`src/rtl/tri_serial_tx_pkg.sv`:
```
// Shared definitions for the tri-state serial transmitter: state encoding and
// helpers that size the counters from the module parameters.
package tri_serial_tx_pkg;

    typedef enum logic [2:0] {
        S_IDLE  = 3'd0,
        S_LEAD  = 3'd1,
        S_START = 3'd2,
        S_DATA  = 3'd3,
        S_STOP  = 3'd4,
        S_TURN  = 3'd5
    } tx_state_e;

    // The timer is loaded with (cycles - 1), so it must hold max(bit, turn) - 1.
    function automatic int cnt_width(input int bit_cycles, input int turn_cycles);
        int m;
        m = (bit_cycles > turn_cycles) ? bit_cycles : turn_cycles;
        return (m > 2) ? $clog2(m) : 1;
    endfunction

    function automatic int idx_width(input int width);
        return (width > 1) ? $clog2(width) : 1;
    endfunction

endpackage

```
`src/rtl/tri_serial_tx_timer.sv`:
```
// Bit-time down-counter: reload on load_i, count toward zero, tc_o when the
// current interval has run out.
module tx_bit_timer #(
    parameter int CNT_W = 8
) (
    input  logic             clk_i,
    input  logic             rst_i,
    input  logic             load_i,
    input  logic [CNT_W-1:0] load_val_i,
    output logic             tc_o
);

    logic [CNT_W-1:0] cnt_q;

    always_ff @(posedge clk_i) begin
        if (rst_i) begin
            cnt_q <= '0;
        end else if (load_i) begin
            cnt_q <= load_val_i;
        end else if (cnt_q != '0) begin
            cnt_q <= cnt_q - 1'b1;
        end
    end

    assign tc_o = (cnt_q == '0);

endmodule

```
`src/rtl/tri_serial_tx.sv`:
```
// Serial transmitter driving a tri-state pin: LEAD(1) START(0) DATA(LSB first)
// STOP(1), then a hi-Z turnaround. Pin data and enable come straight from flops.
//
// state | meaning
// IDLE  | pin released, waiting for a word
// LEAD  | drive 1 for one bit time
// START | drive 0 for one bit time
// DATA  | drive payload bits, LSB first
// STOP  | drive 1 for one bit time
// TURN  | pin released for the turnaround time
module tri_serial_tx
    import tri_serial_tx_pkg::*;
#(
    parameter int WIDTH       = 8,
    parameter int BIT_CYCLES  = 4,
    parameter int TURN_CYCLES = 2
) (
    input  logic             CLK,
    input  logic             RST,
    input  logic             IN_VALID,
    input  logic [WIDTH-1:0] IN_DATA,
    output logic             IN_READY,
    output logic             O_DATA,
    output logic             O_CTL,
    output logic             BUSY,
    output logic             DONE
);

    localparam int CNT_W = cnt_width(BIT_CYCLES, TURN_CYCLES);
    localparam int IDX_W = idx_width(WIDTH);
    localparam logic [CNT_W-1:0] BIT_LOAD  = CNT_W'(BIT_CYCLES - 1);
    localparam logic [CNT_W-1:0] TURN_LOAD = CNT_W'((TURN_CYCLES > 0) ? TURN_CYCLES - 1 : 0);
    localparam logic [IDX_W-1:0] LAST_BIT  = IDX_W'(WIDTH - 1);

    tx_state_e        state_q;
    logic [WIDTH-1:0] shift_q;
    logic [WIDTH-1:0] shift_d;
    logic [IDX_W-1:0] bit_idx_q;
    logic             o_data_q;
    logic             o_ctl_q;
    logic             done_q;
    logic             ready_en_q;
    logic             tc;
    logic             last_hiz;
    logic             xfer;
    logic             timer_load;
    logic [CNT_W-1:0] load_val;

    // Ready rises on the last hi-Z cycle so a held IN_VALID starts the next
    // frame exactly when the turnaround ends, with no extra idle cycle.
    always_comb begin
        last_hiz   = tc && ((state_q == S_TURN) || (state_q == S_STOP && TURN_CYCLES == 0));
        IN_READY   = ready_en_q && ((state_q == S_IDLE) || last_hiz);
        xfer       = IN_VALID && IN_READY;
        timer_load = xfer || (state_q != S_IDLE && tc);
        load_val   = (!xfer && state_q == S_STOP) ? TURN_LOAD : BIT_LOAD;
        shift_d    = shift_q >> 1;
    end

    tx_bit_timer #(
        .CNT_W (CNT_W)
    ) u_timer (
        .clk_i      (CLK),
        .rst_i      (RST),
        .load_i     (timer_load),
        .load_val_i (load_val),
        .tc_o       (tc)
    );

    always_ff @(posedge CLK) begin
        if (RST) begin
            state_q    <= S_IDLE;
            shift_q    <= '0;
            bit_idx_q  <= '0;
            o_data_q   <= 1'b1;
            o_ctl_q    <= 1'b1;
            done_q     <= 1'b0;
            ready_en_q <= 1'b0;
        end else begin
            ready_en_q <= 1'b1;
            done_q     <= (state_q == S_STOP) && tc;
            if (xfer) begin
                state_q   <= S_LEAD;
                shift_q   <= IN_DATA;
                bit_idx_q <= '0;
                o_data_q  <= 1'b1;
                o_ctl_q   <= 1'b0;
            end else begin
                case (state_q)
                    S_IDLE: ;
                    S_LEAD: if (tc) begin
                        state_q  <= S_START;
                        o_data_q <= 1'b0;
                    end
                    S_START: if (tc) begin
                        state_q  <= S_DATA;
                        o_data_q <= shift_q[0];
                    end
                    S_DATA: if (tc) begin
                        if (bit_idx_q == LAST_BIT) begin
                            state_q  <= S_STOP;
                            o_data_q <= 1'b1;
                        end else begin
                            bit_idx_q <= bit_idx_q + 1'b1;
                            shift_q   <= shift_d;
                            o_data_q  <= shift_d[0];
                        end
                    end
                    S_STOP: if (tc) begin
                        state_q  <= (TURN_CYCLES > 0) ? S_TURN : S_IDLE;
                        o_data_q <= 1'b1;
                        o_ctl_q  <= 1'b1;
                    end
                    S_TURN: if (tc) begin
                        state_q <= S_IDLE;
                    end
                    default: begin
                        state_q  <= S_IDLE;
                        o_data_q <= 1'b1;
                        o_ctl_q  <= 1'b1;
                    end
                endcase
            end
        end
    end

    assign O_DATA = o_data_q;
    assign O_CTL  = o_ctl_q;
    assign DONE   = done_q;
    assign BUSY   = (state_q != S_IDLE);

endmodule

```
`config.mk`:
```
export PLATFORM = sky130hd
export DESIGN_NAME = tri_serial_tx
export DESIGN_NICKNAME = d
export VERILOG_FILES = /design/src/rtl/tri_serial_tx_pkg.sv /design/src/rtl/tri_serial_tx_timer.sv /design/src/rtl/tri_serial_tx.sv
export SDC_FILE = /design/constraint.sdc
export NUM_CORES = 1
export LEC_CHECK = 0
export ABC_AREA = 1
export CORE_ASPECT_RATIO = 0.8
export CORE_MARGIN = 5
export CORE_UTILIZATION = 48
export CTS_CLUSTER_DIAMETER = 120
export DETAILED_ROUTE_END_ITERATION = 16
export DONT_BUFFER_PORTS = 1
export SKIP_LAST_GASP = 1
export SLEW_MARGIN = 40
export SYNTH_ARGS = -nofsm -noshare
export SYNTH_HDL_FRONTEND = slang
export SYNTH_SLANG_ARGS = --single-unit
```
`constraint.sdc`:
```
create_clock -name CLK -period 2.6 [get_ports CLK]
set_input_delay 0.26 -clock CLK [delete_from_list [all_inputs] [get_ports CLK]]
set_output_delay 0.26 -clock CLK [all_outputs]
set_load 0.02 [all_outputs]
```
==> impl_summary.md <==
Timing
Derived from the worst setup path, the maximum achievable clock frequency is 535 MHz. The worst max-slew margin expressed relative to the limit is 0.732. The accumulated negative setup slack is 0 ns. The setup-violating endpoint count in the final report is 0. Setup repair after global routing left no endpoint under its margin. The clock arrives with 0.00732 ns of skew.

The number of pins exceeding their max-slew limit in the final report is 0. For the finished layout, the period the worst path requires is 1.87 ns. Dividing the final minimum period by the clock period gives 0.719. For the pin with the worst max-slew slack, the measured transition is 0.401 ns. The final hold violation count is 0.

Logic synthesis
Among all flip-flop cells after synthesis, the most frequent one is sky130_fd_sc_hd__dfxtp_1. Of the post-synthesis cell area, the dominant cell type holds 0.367. The number of synthesis warnings is 0. Synthesis inferred 20 register bits. The net count after synthesis is 173. Synthesis produced a netlist whose cell count is 159. The share of the Yosys chip area taken by registers is 0.367. By area the synthesized netlist is led by sky130_fd_sc_hd__dfxtp_1, sky130_fd_sc_hd__nand2_1, sky130_fd_sc_hd__nand3_1, sky130_fd_sc_hd__inv_1, sky130_fd_sc_hd__a21oi_1.

The proportion of synthesized flip-flops having asynchronous set or reset is 0. The biggest area contributor in the post-synthesis netlist is sky130_fd_sc_hd__dfxtp_1. The number of flops mapped to enable cells by yosys is 0.

The post-synthesis cell type count is 23. The total standard cell area after synthesis is 1090 sq um. The synthesized area per cell is 6.86 sq um.

Min path
The worst hold path belongs to the class input port to flop. The worst hold path terminates at shift_q[2]. Along the worst hold path, the cell count comes to 1.

In this run the most critical hold path is launched from RST.

Clock network
The CTS sink count is 20. In this run, CTS created clock tree buffers numbering 3. No sink is reached through more buffers than the 2 on the longest clock path. At the later pin of the worst-skew pair, clock insertion delay measures 0.30 ns. The clock root buffer is sky130_fd_sc_hd__clkbuf_4. The clock tree from TritonCTS is built. The number of levels the H-tree was split into is 1. The clock-pin slew of the registers on the worst-case setup and hold paths is 0.12 ns.

Critical path
Of all nets on the critical path, the largest fanout is 8. The endpoint identified for the worst register-to-register timing path is O_DATA. The worst setup path is launched from a flop. The worst setup path is captured at an output pin. The internal reg-to-reg setup slack is 0.74 ns. The worst setup path is of the flop to output pin kind. STA puts the critical path data required time at 2.34 ns. In this run the critical register-to-register path is launched from u_timer.cnt_q[0]. The length in cells of the worst reg-to-reg path is 8. Data arrives at the worst endpoint at 1.61 ns.

Layout
The antenna diode instance count is 0. After routing the design area is 1130 sq um. Relative to the synthesized area, the layout overhead comes to 4.01%. The most common cell after layout, fill and taps aside is sky130_fd_sc_hd__nand2_1. In the layout the commonest cells are sky130_fd_sc_hd__nand2_1, sky130_fd_sc_hd__nand3_1, sky130_fd_sc_hd__dfxtp_1. In the final layout, the share of cells above drive strength 1 is 0.0943.

Counting the fill cells in the layout gives 241. At the end of the flow the core is filled with cells to 0.526. For this run, the post-layout net count is 174.

Route
Once detail routing completed, the nets flagged for antenna violations numbered 0. After detailed routing, the number of vias per cell comes to 5.31. In this run, the number of DRC markers left after iteration 0 of detailed routing was 29. The detail-routed net length per standard cell is 12.6 um. For this run, design rule violations remaining after detail routing come to 0.

The number of search-and-repair iterations in the first detailed-routing pass is 4. The routed design has 2330 um of wire. The total number of vias is 977.

Die
The die is 63.3 um wide. The area enclosed by the die boundary is 3330 sq um. The region available for standard cell placement spans 2160 sq um. Row generation in the floorplan step produced 15 rows. 16 I/O pins were placed. The floorplan step set the die height to 52.6 um. The initial standard-cell utilization of the core is 0.506.

Place
The post-DP HPWL is 1690 um. The routability congestion estimate is 0.931. The instance area after placement is 1090 sq um. Buffers placed on the I/O ports in this run total 0.

GRT
The maximum number of pins on one net before global-route repair is 21. For this run, the total global-route usage over all layers was measured as 0.155. The final global-route overflow total is 0. The global-route wire length before repair is 4010 um. The via count of the first global-routing pass is 895.

The number of antenna violations at the first check in global routing came to 0.

Outcome
The flow ran to the end, and the final reports show no timing, DRC or antenna violations.

Power
The leakage power summed over all cells is 0.550 nW. The maximum vdd ir drop is 0.000445 V. Dividing total power by cell area gives a power density of 671 nW/um^2.

Flow run
Max-cap violations in this run came to 0.
## report_power, final
part	leakage, nW	switching [W]	internal, W
clock	0.0210	0.0000951	0.0000853
combinational	0.365	0.000143	0.0000765
sequential	0.164	0.0000248	0.000337
## synth_stat cells, types with 3 or more instances
cell type / n
sky130_fd_sc_hd__nand2_1: 38
sky130_fd_sc_hd__nand3_1: 26
sky130_fd_sc_hd__dfxtp_1: 20
sky130_fd_sc_hd__inv_1: 19
sky130_fd_sc_hd__a21oi_1: 13
sky130_fd_sc_hd__nor2_1: 7
sky130_fd_sc_hd__nand4_1: 6
sky130_fd_sc_hd__o21ai_0: 6
sky130_fd_sc_hd__buf_2: 3
sky130_fd_sc_hd__ha_1: 3
sky130_fd_sc_hd__nand2_2: 3
## worst max-delay path: stages (launching register included)
cell and delay [ns]:
sky130_fd_sc_hd__dfxtp_1 0.34, sky130_fd_sc_hd__inv_1 0.06, sky130_fd_sc_hd__ha_1 0.31, sky130_fd_sc_hd__nand4_1 0.20, sky130_fd_sc_hd__a21boi_0 0.22, sky130_fd_sc_hd__buf_4 0.18
## how the worst max path moves through the flow
stage	from	endpoint	slack, ns	depth (start not counted)
floorplan	u_timer.cnt_q[0]	shift_q[7]	0.90	7
finish	u_timer.cnt_q[0]	IN_READY	0.73	5
CTS	u_timer.cnt_q[0]	IN_READY	0.69	5
global placement	u_timer.cnt_q[0]	O_DATA	0.77	8
detailed placement	u_timer.cnt_q[0]	O_DATA	0.74	8
global route	u_timer.cnt_q[0]	shift_q[2]	0.50	8
## area by class of cell
cell class	count	area, sq um	share of cell area
flip-flops and latches	20	400	0.353
inverters	21	78.8	0.0695
repair buffers	3	25.0	0.0221
clock buffers	4	36.3	0.0320
multi-input cells	111	563	0.496
well taps	25	31.3	0.0276
## metrics by stage
stage / std cells / setup WS [ns] / hold slack, ns / total power, W
floorplan: 159 / 0.904 / 0.395 / 0.000551
global placement: 179 / 0.772 / 0.331 / 0.000579
detailed placement: 179 / 0.744 / 0.332 / 0.000588
CTS: 184 / 0.693 / 0.00423 / 0.000775
global route: 184 / 0.500 / 0.00222 / 0.000826
finish: 184 / 0.730 / 0.0187 / 0.000761
## cells by family after synthesis
kind of cell / after synthesis / synth area share
and+or+nand+nor: 86 / 0.372
adders and majority gates: 3 / 0.0344
xor gates and xnor gates: 2 / 0.0161
AOI/OAI and AO/OA: 20 / 0.0940
DFF: 20 / 0.367
buffers and inverters: 28 / 0.117
## flip-flops by register name (all words and copies together) (netlist names)
| signal | cells |
|---|---|
| shift_q | 8 |
| bit_idx_q | 3 |
| state_q | 3 |
| u_timer.cnt_q | 2 |
| DONE | 1 |
| O_CTL | 1 |
| O_DATA | 1 |
| ready_en_q | 1 |
## what timing repair did
action | CTS | global route
endpoints found under the hold margin | 7 | 0
hold buffers | 1 | 0
gates resized for setup | 0 | 0
setup buffers | 0 | 0
## routing by layer
metal / track usage / vias up / wire (um)
li1: - / 520 / -
met1: 0.206 / 428 / 1210
met2: 0.239 / 27 / 968
met3: 0.0536 / 2 / 131
met4: 0.0450 / 0 / 17
met5: 0 / - / 0
No activity file was read; power rests on OpenSTA's default activity.
